### src/rtl/fsic_pkg.sv
// Shared types and defaults for the FSIC config-port arbiter.
// State encoding, requester ids and timeout defaults.
package fsic_pkg;

  typedef enum logic [1:0] {
    ST_IDLE = 2'd0,
    ST_BUSY = 2'd1,
    ST_RESP = 2'd2
  } state_e;

  localparam logic ID_WB  = 1'b0;
  localparam logic ID_RMT = 1'b1;

  localparam int          DEF_TIMEOUT_CYC = 255;
  localparam logic [31:0] DEF_TO_RDATA    = 32'hFFFF_FFFF;
  localparam logic [7:0]  TO_CNT_MAX      = 8'hFF;

endpackage

### src/rtl/fsic_rr_arb2.sv
// Two-input round-robin grant with a last-grant register.
// Ties go to the requester not granted last.
module fsic_rr_arb2
  import fsic_pkg::*;
(
  input  logic clk,
  input  logic rst_n,
  input  logic en,
  input  logic req0,
  input  logic req1,
  output logic gnt_valid,
  output logic gnt_id
);

  logic last_q;
  logic last_d;

  // Pick a winner; remember it only when the grant is taken
  always_comb begin
    gnt_valid = req0 | req1;
    gnt_id    = (req0 & req1) ? ~last_q : req1;
    last_d    = last_q;
    if (en && gnt_valid) begin
      last_d = gnt_id;
    end
  end

  // Last-grant register, resets so requester 0 wins the first tie
  always_ff @(posedge clk) begin
    if (!rst_n) begin
      last_q <= ID_RMT;
    end else begin
      last_q <= last_d;
    end
  end

endmodule

### src/rtl/fsic_cfg_arb.sv
// Arbiter between the mgmt Wishbone port and the remote port
// for a single shared config-register target, with timeout.
module fsic_cfg_arb
  import fsic_pkg::*;
#(
  parameter int          TIMEOUT_CYC = DEF_TIMEOUT_CYC,
  parameter logic [31:0] TO_RDATA    = DEF_TO_RDATA
) (
  input  logic        wb_clk,
  input  logic        wb_rst_n,
  input  logic        wbs_cyc,
  input  logic        wbs_stb,
  input  logic        wbs_we,
  input  logic [31:0] wbs_adr,
  input  logic [31:0] wbs_wdata,
  input  logic [3:0]  wbs_sel,
  output logic        wbs_ack,
  output logic [31:0] wbs_rdata,
  input  logic        rreq_valid,
  output logic        rreq_ready,
  input  logic        rreq_we,
  input  logic [31:0] rreq_adr,
  input  logic [31:0] rreq_wdata,
  input  logic [3:0]  rreq_sel,
  output logic        rrsp_valid,
  input  logic        rrsp_ready,
  output logic [31:0] rrsp_rdata,
  output logic        rrsp_err,
  output logic        cfg_req,
  output logic        cfg_we,
  output logic [31:0] cfg_adr,
  output logic [31:0] cfg_wdata,
  output logic [3:0]  cfg_sel,
  input  logic        cfg_ack,
  input  logic [31:0] cfg_rdata,
  output logic [7:0]  to_cnt
);

  localparam int TW = (TIMEOUT_CYC > 1) ? $clog2(TIMEOUT_CYC + 1) : 1;
  localparam logic [TW-1:0] TLAST = TW'(TIMEOUT_CYC - 1);

  state_e        state_q, state_d;
  logic          id_q, id_d;
  logic          we_q, we_d;
  logic [31:0]   adr_q, adr_d;
  logic [31:0]   wdata_q, wdata_d;
  logic [3:0]    sel_q, sel_d;
  logic [TW-1:0] timer_q, timer_d;
  logic [31:0]   rdata_q, rdata_d;
  logic          err_q, err_d;
  logic [7:0]    to_cnt_q, to_cnt_d;
  logic          live_q, live_d;
  logic          fresh_q, fresh_d;

  logic take;
  logic gnt_valid;
  logic gnt_id;
  logic busy;
  logic resp;

  // A new grant is only taken in a settled IDLE cycle out of reset
  assign take = wb_rst_n & (state_q == ST_IDLE) & ~fresh_q;

  fsic_rr_arb2 u_arb (
    .clk       (wb_clk),
    .rst_n     (wb_rst_n),
    .en        (take),
    .req0      (wbs_cyc & wbs_stb),
    .req1      (rreq_valid),
    .gnt_valid (gnt_valid),
    .gnt_id    (gnt_id)
  );

  // Next-state and datapath for the single in-flight access
  always_comb begin
    state_d  = state_q;
    id_d     = id_q;
    we_d     = we_q;
    adr_d    = adr_q;
    wdata_d  = wdata_q;
    sel_d    = sel_q;
    timer_d  = timer_q;
    rdata_d  = rdata_q;
    err_d    = err_q;
    to_cnt_d = to_cnt_q;
    live_d   = live_q;
    fresh_d  = fresh_q;
    unique case (state_q)
      ST_IDLE: begin
        fresh_d = 1'b0;
        if (take && gnt_valid) begin
          id_d    = gnt_id;
          timer_d = '0;
          state_d = ST_BUSY;
          if (gnt_id == ID_WB) begin
            we_d    = wbs_we;
            adr_d   = wbs_adr;
            wdata_d = wbs_wdata;
            sel_d   = wbs_sel;
            live_d  = 1'b1;
          end else begin
            we_d    = rreq_we;
            adr_d   = rreq_adr;
            wdata_d = rreq_wdata;
            sel_d   = rreq_sel;
            live_d  = 1'b0;
          end
        end
      end
      ST_BUSY: begin
        if (id_q == ID_WB && !wbs_cyc) begin
          live_d = 1'b0;
        end
        if (cfg_ack) begin
          rdata_d = we_q ? 32'h0 : cfg_rdata;
          err_d   = 1'b0;
          state_d = ST_RESP;
        end else if (timer_q == TLAST) begin
          rdata_d = TO_RDATA;
          err_d   = 1'b1;
          state_d = ST_RESP;
          if (to_cnt_q != TO_CNT_MAX) begin
            to_cnt_d = to_cnt_q + 8'd1;
          end
        end else begin
          timer_d = timer_q + 1'b1;
        end
      end
      ST_RESP: begin
        if (id_q == ID_WB || rrsp_ready) begin
          state_d = ST_IDLE;
          fresh_d = 1'b1;
        end
      end
      default: begin
        state_d = ST_IDLE;
      end
    endcase
  end

  // State and access registers
  always_ff @(posedge wb_clk) begin
    if (!wb_rst_n) begin
      state_q  <= ST_IDLE;
      id_q     <= ID_WB;
      we_q     <= 1'b0;
      adr_q    <= '0;
      wdata_q  <= '0;
      sel_q    <= '0;
      timer_q  <= '0;
      rdata_q  <= '0;
      err_q    <= 1'b0;
      to_cnt_q <= '0;
      live_q   <= 1'b0;
      fresh_q  <= 1'b0;
    end else begin
      state_q  <= state_d;
      id_q     <= id_d;
      we_q     <= we_d;
      adr_q    <= adr_d;
      wdata_q  <= wdata_d;
      sel_q    <= sel_d;
      timer_q  <= timer_d;
      rdata_q  <= rdata_d;
      err_q    <= err_d;
      to_cnt_q <= to_cnt_d;
      live_q   <= live_d;
      fresh_q  <= fresh_d;
    end
  end

  assign busy = (state_q == ST_BUSY);
  assign resp = (state_q == ST_RESP);

  // Target port is quiet (all zero) outside BUSY
  assign cfg_req   = busy;
  assign cfg_we    = busy & we_q;
  assign cfg_adr   = busy ? adr_q : '0;
  assign cfg_wdata = busy ? wdata_q : '0;
  assign cfg_sel   = busy ? sel_q : '0;

  assign wbs_ack   = resp & (id_q == ID_WB) & live_q;
  assign wbs_rdata = wbs_ack ? rdata_q : '0;

  assign rreq_ready = take & gnt_valid & (gnt_id == ID_RMT);
  assign rrsp_valid = resp & (id_q == ID_RMT);
  assign rrsp_rdata = rrsp_valid ? rdata_q : '0;
  assign rrsp_err   = rrsp_valid & err_q;

  assign to_cnt = to_cnt_q;

endmodule

### config.mk
export PLATFORM = sky130hd
export DESIGN_NAME = fsic_cfg_arb
export DESIGN_NICKNAME = d
export VERILOG_FILES = /design/src/rtl/fsic_pkg.sv /design/src/rtl/fsic_rr_arb2.sv /design/src/rtl/fsic_cfg_arb.sv
export SDC_FILE = /design/constraint.sdc
export NUM_CORES = 1
export LEC_CHECK = 0
export ABC_AREA = 1
export ABC_CLOCK_PERIOD_IN_PS = 1300
export BUFFER_PORTS_ARGS = -buffer_cell sky130_fd_sc_hd__buf_2
export CAP_MARGIN = 0
export CORE_MARGIN = 2
export CORE_UTILIZATION = 30
export CTS_CLUSTER_DIAMETER = 120
export CTS_CLUSTER_SIZE = 40
export DETAILED_ROUTE_END_ITERATION = 12
export PLACE_DENSITY = 0.58
export SLEW_MARGIN = 25
export SYNTH_ARGS = -nofsm -noshare
export SYNTH_HDL_FRONTEND = slang
export SYNTH_SLANG_ARGS = --single-unit
### constraint.sdc
create_clock -name wb_clk -period 1.3 [get_ports wb_clk]
set_input_delay 0.195 -clock wb_clk [delete_from_list [all_inputs] [get_ports wb_clk]]
set_output_delay 0.195 -clock wb_clk [all_outputs]
set_load 0.02 [all_outputs]
==> flow_summary.toml, run 1 <==
[synth]
syn_avg_cell_area_um2 = 5.78
synthesis.area_um2 = 6870
syn_inst = 1187
synth_fp_nets = 1367
yosysSeqAreaShare_pct = 36.2
ys_warn_count = 0
ys_ff_latch = 124
ys_async_sr_fraction_pct = 0
synth_flop_cell = "dfxtp_1"
synth-edff-count = 0
ys_types = 27

[placement]
place_area_um2 = 9450
pre_cts_ws_ns = -0.153
port-buffer-count = 322
dp_hpwl_um = 16300
gp_congestion = 0.831

[finish]
syn2layout_area_growth_pct = 67.7
multi_input_area_um2 = 4220
fill_cells = 2276
drive_gt1_share_pct = 39.2
antenna_cells = 0
seq_area_um2 = 2490
postLayoutCellArea_um2 = 11500
fin_nets = 1732
fin_util_pct = 51.0

[power_and_ir_drop]
power.total_mw = 11.1
powerDensity_nw_per_um2 = 964
irDropWorstVdd_mv = 0.687
p_clk_share_pct = 41.8
p_comb_share_pct = 21.0
p_sw_mw = 3.20
p_sw_share_pct = 28.8
p_leak_nw = 5.24
p_int_mw = 7.90
seqPwrFrac_pct = 37.2

[worst_setup_path]
endpoint_kind = "primary output"
crit_fanout = 13
start_kind = "register"
cp.required_ns = 1.11
arrival_ns = 1.56
worstSetupPathType = "register to primary output"

[die]
dieArea_um2 = 24100
die-height_um = 155
coreArea_um2 = 22600
die_x_um = 155
initial_utilization_pct = 30.4
io_pins = 323
rows = 55

[sta]
max_freq_mhz = 568
setup_slack_ns = -0.460
hold_slack_ns = 0.117
tightest_slew_ns = 0.524
fin_skew_ns = 0.00715
slew_headroom_pct = 65.0
rsz0062_at_grt = "true"
slew_viol_final = 0
finalHoldViolCount = 0
min_period_ns = 1.76
setup_viol = 260
fin_crit_sh_pct = 135

[cts]
clock_sinks = 124
cts_buffers = 17
clk_latency_ns = 0.41
path_clk_slew_ns = 0.06
clock_path_buffers = 2
h-tree-depth = 4
cts_tree = "done"
cts_hold_buffers = 0
root_buffer = "clkbuf_16"

[global_route]
grt_pass1_vias = 7392
grt_max_degree = 69
grt.total_usage_pct = 18.7
grt-ovfl-total = 0
antenna_found_initial = 1
grt_pass1_wl_um = 36300

[detailed_routing]
top_layer = "met5"
wl_met2_um = 12400
drt_iter0_drc = 385
post-route-drc-count = 0
viasPerCell = 4.43
wl_per_cell_um = 13.5
m1WireLength_um = 10600
dr.pass1.iters = 5
drt_wl_total_um = 24900
wl_met3_um = 1500
ant_nets = 0
num_vias = 8193

[job]
cap_violations = 0

[outcome]
violations = "setup timing"
status = "complete, but fails checks"

[min_path]
hp-class = "input port to register"
-- state kept, by name, summed over array words and instances (netlist names) --
name,flops
we_q,1
fresh_q,1
wdata_q,32
timer_q,8
id_q,1
adr_q,32
u_arb.last_q,1
rdata_q,32
live_q,1
state_q,2
err_q,1
sel_q,4
to_cnt,8
-- repair_timing --
| action | in CTS | in global routing |
|---|---|---|
| pin swaps | 3 | 18 |
| resized for setup | 207 | 131 |
| cloned | 4 | 13 |
| buffers inserted | 5 | 6 |
| endpoints found under the hold margin | 0 | 0 |
| endpoints found under the setup margin | 259 | 262 |
-- worst paths after layout --
kind                  startpoint            end  slack [ns]  depth (start not counted)
setup reg to reg      state_q[1]     timer_q[5]       -0.36                         12
hold / removal    rreq_wdata[16]    wdata_q[16]        0.12                          5
setup / recovery      state_q[1]  cfg_wdata[23]       -0.46                          6
hold reg to reg       wdata_q[3]     wdata_q[3]        0.46                          2
-- cells in the final DEF (no fill, tap or decap), types with 4 or more instances in the layout --
master and instances:
a21oi_1 83, a21oi_2 32, buf_12 17, buf_16 5, buf_2 190, buf_4 140, buf_6 50, buf_8 4
clkbuf_16 25, clkinv_2 4, dfxtp_1 117, dfxtp_2 6, inv_1 130, inv_2 4, nand2_1 494, nand2_2 17
nand2_4 9, nand3_1 14, nor2_1 85, nor2_2 36, nor2_4 54, o21ai_0 9, o21ai_1 5
-- cell usage after synthesis (6+ instances only) --
| cell type | instances | area share, % |
|---|---|---|
| a21oi_1 | 108 | 7.9 |
| nor2_1 | 171 | 9.3 |
| buf_2 | 34 | 2.5 |
| inv_1 | 134 | 7.3 |
| nand3_1 | 16 | 1.2 |
| nand2_2 | 13 | 1.2 |
| nand2_1 | 508 | 28 |
| o21ai_0 | 12 | 0.87 |
| clkbuf_1 | 22 | 1.2 |
| a21oi_2 | 7 | 0.89 |
| dfxtp_1 | 124 | 36 |
| buf_1 | 6 | 0.33 |
-- final cells by class --
type / count / share of cell area (%)
timing repair buffer: 414 / 28.7
timing repair inverter: 1 / 0.0761
clock inverter: 11 / 1.04
sequential: 124 / 21.7
clock buffer: 21 / 3.91
multi-input combinational: 854 / 36.6
tap: 285 / 3.10
inverter: 140 / 4.90
-- power groups by stage --
| stage | clock network [mW] | logic [mW] | registers (mW) |
|---|---|---|---|
| after floorplan | 0 | 1.09 | 4.18 |
| after global placement | 0 | 1.78 | 4.19 |
| after detailed placement | 0 | 1.79 | 4.20 |
| after CTS | 4.76 | 1.96 | 4.12 |
| after global routing | 4.96 | 2.58 | 4.15 |
| final | 4.64 | 2.33 | 4.13 |
-- per-layer routing --
metal	vias to the layer above	GRT usage, %
li1	4273	-
met5	-	0
met2	261	33.8
met1	3629	21.9
met3	28	4.96
met4	2	5.07
-- kinds of logic after synthesis --
logic type	share of synthesized area [%]
and+or+nand+nor	40.5
AOI/OAI and AO/OA	9.90
DFF	36.2
xor gates and xnor gates	0.255
adders and majority gates	0.547
buffers and inverters	12.7
-- worst max-delay path, cell delays in order, from the launching register on --
cell     delay, ns
dfxtp_2       0.32
inv_2         0.07
buf_4         0.14
nand2_8       0.15
buf_12        0.22
nor2_2        0.12
buf_6         0.13
-- stage by stage --
stage | setup TNS [ns] | cells
final | -79.25 | 1850
after global routing | -100.83 | 1850
after CTS | -72.02 | 1831
after detailed placement | -14.24 | 1790
after global placement | -12.04 | 1790
after floorplan | -3.03 | 1187
(Power assumes the default switching activity.)
==> run 2, diff against run 1 <==
- CORE_ASPECT_RATIO: not set -> 0.8
- CORE_MARGIN: 2 -> 8
- SKIP_CTS_REPAIR_TIMING: not set -> 1
==> run 2 against run 1 <==
The flow still finishes with violations (setup timing). Utilization is 2.7 points lower. Worst hold slack worse by 0.0050 ns. Critical path type unchanged. First-iteration DRC count fell by 1.0%. Setup slack got worse by 0.057 ns. Via count decreased by 1.5%. Die area up 16%. Critical path depth increased by 1. Power shrank 2.7%. Highest routed layer is now met4. Fmax down 3.1%. Non-clock buffer count shrank 9.
==> flow_summary.toml, run 2 (same netlist as run 1, synthesis figures left out) <==
[sta]
fin_skew_ns = 0.0125
rsz0062_at_grt = "true"
setup_viol = 258
max_freq_mhz = 551
slew_viol_final = 0
slew_headroom_pct = 78.2
hold_slack_ns = 0.112
tightest_slew_ns = 0.328
finalHoldViolCount = 0
min_period_ns = 1.82
setup_slack_ns = -0.516
fin_crit_sh_pct = 140

[global_route]
antenna_found_initial = 2
grt-ovfl-total = 0
grt_pass1_vias = 7693
grt.met2_usage_pct = 29.2
grt_util_met1_pct = 20.4
grt_max_degree = 57
grt.total_usage_pct = 17.0
use_met3_pct = 4.36
grt_pass1_wl_um = 38600
busiest_layer = "met2"

[cts]
clock_sinks = 124
clock_path_buffers = 2
path_clk_slew_ns = 0.06
cts_buffers = 17
clk_latency_ns = 0.41
cts_tree = "done"
root_buffer = "clkbuf_16"
h-tree-depth = 4

[power_and_ir_drop]
p_clk_share_pct = 43.6
irDropWorstVdd_mv = 0.716
p_int_mw = 7.74
seqPwrFrac_pct = 38.1
p_comb_share_pct = 18.3
p_sw_mw = 3.05
powerDensity_nw_per_um2 = 992
power.total_mw = 10.8
p_sw_share_pct = 28.3
p_leak_nw = 5.02

[die]
initial_utilization_pct = 30.5
io_pins = 323
coreArea_um2 = 22500
die_x_um = 185
rows = 49
die-height_um = 151
dieArea_um2 = 28000

[detailed_routing]
drt_iter0_drc = 381
viasPerCell = 4.33
ant_nets = 0
dr.pass1.iters = 4
drt_wl_total_um = 25100
post-route-drc-count = 0
wl_per_cell_um = 13.5
num_vias = 8067

[placement]
dp_hpwl_um = 18700
place_area_um2 = 9550
gp_congestion = 0.802
port-buffer-count = 322
pre_cts_ws_ns = -0.145

[outcome]
status = "complete, but fails checks"
violations = "setup timing"

[worst_setup_path]
start_kind = "register"
endpoint_kind = "primary output"
reg2reg_slack_ns = -0.21
arrival_ns = 1.62
crit_slowest_cell = "dfxtp_2"
worstReg2RegEnd = "to_cnt[0]"
timing.rr.start = "state_q[1]"
crit_fanout = 8
slowest_delay_ns = 0.34
crit_start = "state_q[1]"
worstSetupPathType = "register to primary output"
crit_chain = "inv_2, buf_4, nand2_4, buf_12, clkbuf_16, nor2_1, buf_2"
cp.required_ns = 1.11
reg2regPathDepth = 10

[finish]
fill_cells = 2415
reg_top3 = "adr_q (32), rdata_q (32), wdata_q (32)"
multi_input_area_um2 = 3970
fin_nets = 1722
final_cell_mix = "nand2_1, buf_2, buf_4, inv_1, dfxtp_1"
final_common_cell = "nand2_1"
syn2layout_area_growth_pct = 58.4
seq_area_um2 = 2490
postLayoutCellArea_um2 = 10900
drive_gt1_share_pct = 35.6

[min_path]
whs_path_depth = 5
hp-class = "input port to register"
whs_endpoint = "adr_q[14]"
hp-start = "rreq_adr[14]"

[job]
cap_violations = 0
[run 2: stage by stage]
step / utilization (%) / setup TNS [ns] / std cells
detailed placement: 42.4 / -13.42 / 1817
finish: 48.3 / -69.05 / 1864
CTS: 45.0 / -75.07 / 1849
global placement: 42.4 / -12.03 / 1817
floorplan: - / -3.03 / 1187
global route: 48.3 / -94.39 / 1863
[run 2: final cells by class]
class	instances	share of cell area, %
Antenna cell	3	0.0690
Multi-Input combinational cell	854	36.5
Clock inverter	13	1.33
Timing Repair Buffer	405	26.7
Inverter	140	4.91
Clock buffer	19	4.07
Sequential cell	124	22.9
Tap cell	306	3.52
[run 2: power by group through the flow]
stage	Clock, mW	Combinational (mW)	Sequential, mW
2_1_floorplan	0	1.09	4.18
3_3_place_gp	0	1.80	4.19
3_5_place_dp	0	1.81	4.20
4_1_cts	4.84	1.82	4.12
5_1_grt	5.01	2.23	4.14
6_report	4.70	1.97	4.12
[run 2: worst max-delay path by stage]
stage	end	slack [ns]
after detailed placement	to_cnt[3]	-0.15
final	cfg_wdata[3]	-0.52
after CTS	rrsp_rdata[11]	-0.57
after global placement	to_cnt[7]	-0.10
after global routing	cfg_wdata[7]	-0.59
after floorplan	rrsp_rdata[10]	-0.05
[run 2: worst max-delay path, delay by kind of cell (launching register included)]
kind,cells,cell delay [ns]
buffers and inverters,5,0.69
flip-flops,1,0.34
AND/OR/NAND/NOR,2,0.16
[run 2: routing by layer]
layer  up-vias  wire length [um]  part of all wire, %
met5         -                 0                    0
met4         0               364                  1.4
met3        22              1360                  5.4
met2       179             12400                   49
met1      3612             11000                   44
li1       4254                 -                    -
==> run 3, diff against run 2 <==
- ABC_AREA: 1 -> not set
- PLACE_DENSITY: 0.58 -> 0.59
==> run 3 against run 2 <==
The flow still finishes with violations (setup timing). Fmax decreased by 3.7%. Synthesized cell count fell by 39%. First-iteration DRC count decreased by 28%. Worst hold slack worse by 0.044 ns. Global-route usage shrank 0.75 points. Flip-flop and latch count unchanged. Power rose by 3.7%. Non-clock buffer count increased by 18.
==> flow_summary.toml, run 3 <==
[outcome]
status = "complete, but fails checks"
violations = "setup timing"

[sta]
hold_slack_ns = 0.0675
slew_headroom_pct = 63.7
setup_slack_ns = -0.586
max_freq_mhz = 530
tightest_slew_ns = 0.544
rsz0062_at_grt = "true"
setup_viol = 261
min_period_ns = 1.89
fin_skew_ns = 0.0106
fin_crit_sh_pct = 145
slew_viol_final = 0
finalHoldViolCount = 0

[synth]
synth_flop_cell = "dfxtp_1"
ys_ff_latch = 124
synth_fp_nets = 907
syn_inst = 727
netlist_top_cells_area = "dfxtp_1, and2_1, mux2i_1"
syn_avg_cell_area_um2 = 8.66
ys_warn_count = 0
synthesis.area_um2 = 6300
synth_top_area_cell = "dfxtp_1"
synth-edff-count = 0
yosys-top-cells-count = "and2_1, dfxtp_1, a21oi_1, mux2i_1, o21ai_0"
yosysMostFrequentCell = "and2_1"
yosysSeqAreaShare_pct = 39.4
ys_types = 50
ys_async_sr_fraction_pct = 0
yosysTopAreaCellShare_pct = 39.4

[worst_setup_path]
cp_common_cell = "buf_6"
endpoint_kind = "primary output"
crit_buf_inv = 3
crit_slowest_cell = "and4bb_4"
crit_family = "simple AND/OR/NAND/NOR gates"
arrival_ns = 1.69
crit_chain = "buf_6, and4bb_4, clkbuf_16, and2_4, buf_6"
timing.rr.start = "state_q[1]"
crit_fanout = 8
slowest_delay_ns = 0.39
cp.required_ns = 1.11
start_kind = "register"
crit_start = "state_q[0]"
worstSetupPathType = "register to primary output"

[cts]
h-tree-depth = 4
root_buffer = "clkbuf_16"
cts_tree = "done"
cts_buffers = 17
clk_latency_ns = 0.42
clock_sinks = 124
path_clk_slew_ns = 0.06
clock_path_buffers = 2

[placement]
dp.cells = 1319
port-buffer-count = 322
pre_cts_ws_ns = -0.391
dp_hpwl_um = 16500
gp_congestion = 0.751

[detailed_routing]
ant_nets = 0
drt_wl_total_um = 25300
dr.pass1.iters = 4
post-route-drc-count = 0
viasPerCell = 4.86
num_vias = 6737
wl_per_cell_um = 18.3
drt_iter0_drc = 275

[die]
die-height_um = 146
coreArea_um2 = 20600
dieArea_um2 = 25900
rows = 47
io_pins = 323
die_x_um = 178
initial_utilization_pct = 30.5

[global_route]
grt_max_degree = 78
grt_pass1_vias = 6365
antenna_found_initial = 1
grt-ovfl-total = 0
grt_pass1_wl_um = 33900
grt.total_usage_pct = 16.2

[finish]
syn2layout_area_growth_pct = 67.0
antenna_cells = 0
drive_gt1_share_pct = 50.0
reg_top3 = "adr_q (32), rdata_q (32), wdata_q (32)"
fin_util_pct = 50.9
fin_nets = 1284
final_common_cell = "buf_2"
final_cell_mix = "buf_2, dfxtp_1, a21oi_1, buf_4, and2_1"
instances_no_fill = 1386

[power_and_ir_drop]
p_clk_share_pct = 45.0
p_comb_share_pct = 17.4
p_sw_share_pct = 26.4
p_leak_nw = 5.10
p_sw_mw = 2.96
irDropWorstVdd_mv = 0.627
seqPwrFrac_pct = 37.5
powerDensity_nw_per_um2 = 1060
p_int_mw = 8.23

[job]
cap_violations = 0

[min_path]
hp-start = "rreq_adr[10]"
hp-class = "input port to register"
[run 3: final cells by class]
cell class	instances	area, um2
Clock buffer	20	467
Clock inverter	12	161
Fill cell	1975	10100
Inverter	7	33.8
Multi-Input combinational cell	531	3890
Sequential cell	124	2500
Tap cell	269	337
Timing Repair Buffer	423	3130
[run 3: power by group through the flow]
stage / logic [mW] / clock network (mW) / registers (mW)
4_1_cts: 1.57 / 5.15 / 4.19
5_1_grt: 2.11 / 5.31 / 4.23
6_report: 1.95 / 5.04 / 4.20
2_1_floorplan: 0.951 / 0 / 4.23
3_5_place_dp: 1.56 / 0 / 4.26
3_3_place_gp: 1.55 / 0 / 4.26
[run 3: per-stage QoR]
stage / area (um2) / power, mW / TNS (ns)
floorplan: 6550 / 5.18 / -50.56
global placement: 8760 / 5.81 / -55.86
detailed placement: 8760 / 5.83 / -60.24
CTS: 9390 / 10.9 / -125.07
global route: 10500 / 11.7 / -132.69
finish: 10500 / 11.2 / -112.56
[run 3: worst paths after layout]
kind                                 endpoint  slack [ns]  cells past startpoint
worst max register to register    wdata_q[11]       -0.48                      7
worst min-delay path                adr_q[10]        0.07                      3
worst min register to register   u_arb.last_q        0.48                      2
worst max-delay path            wbs_rdata[10]       -0.59                      5
[run 3: tightest hold or removal path: stages]
cell	delay [ns]
buf_2	0.07
mux2i_1	0.05
a21oi_1	0.13
[run 3: metal layers]
metal | global-route usage (%) | share of wire [%] | vias up
met5 | 0 | 0.039 | -
met4 | 5.12 | 1.1 | 2
met3 | 6.28 | 9.1 | 21
met2 | 26.2 | 48 | 248
met1 | 19.5 | 42 | 3126
li1 | - | - | 3340
[run 3: kinds of logic (layout without fill, tap and decap cells)]
logic type      after synthesis  after routing  synth area share, %
compound gates              230            230                 20.9
simple gates                227            228                 22.6
flops                       124            124                 39.4
buf+inv                      73            462                 5.35
mux                          70             70                 11.1
fa+ha+maj                     3              3                0.596
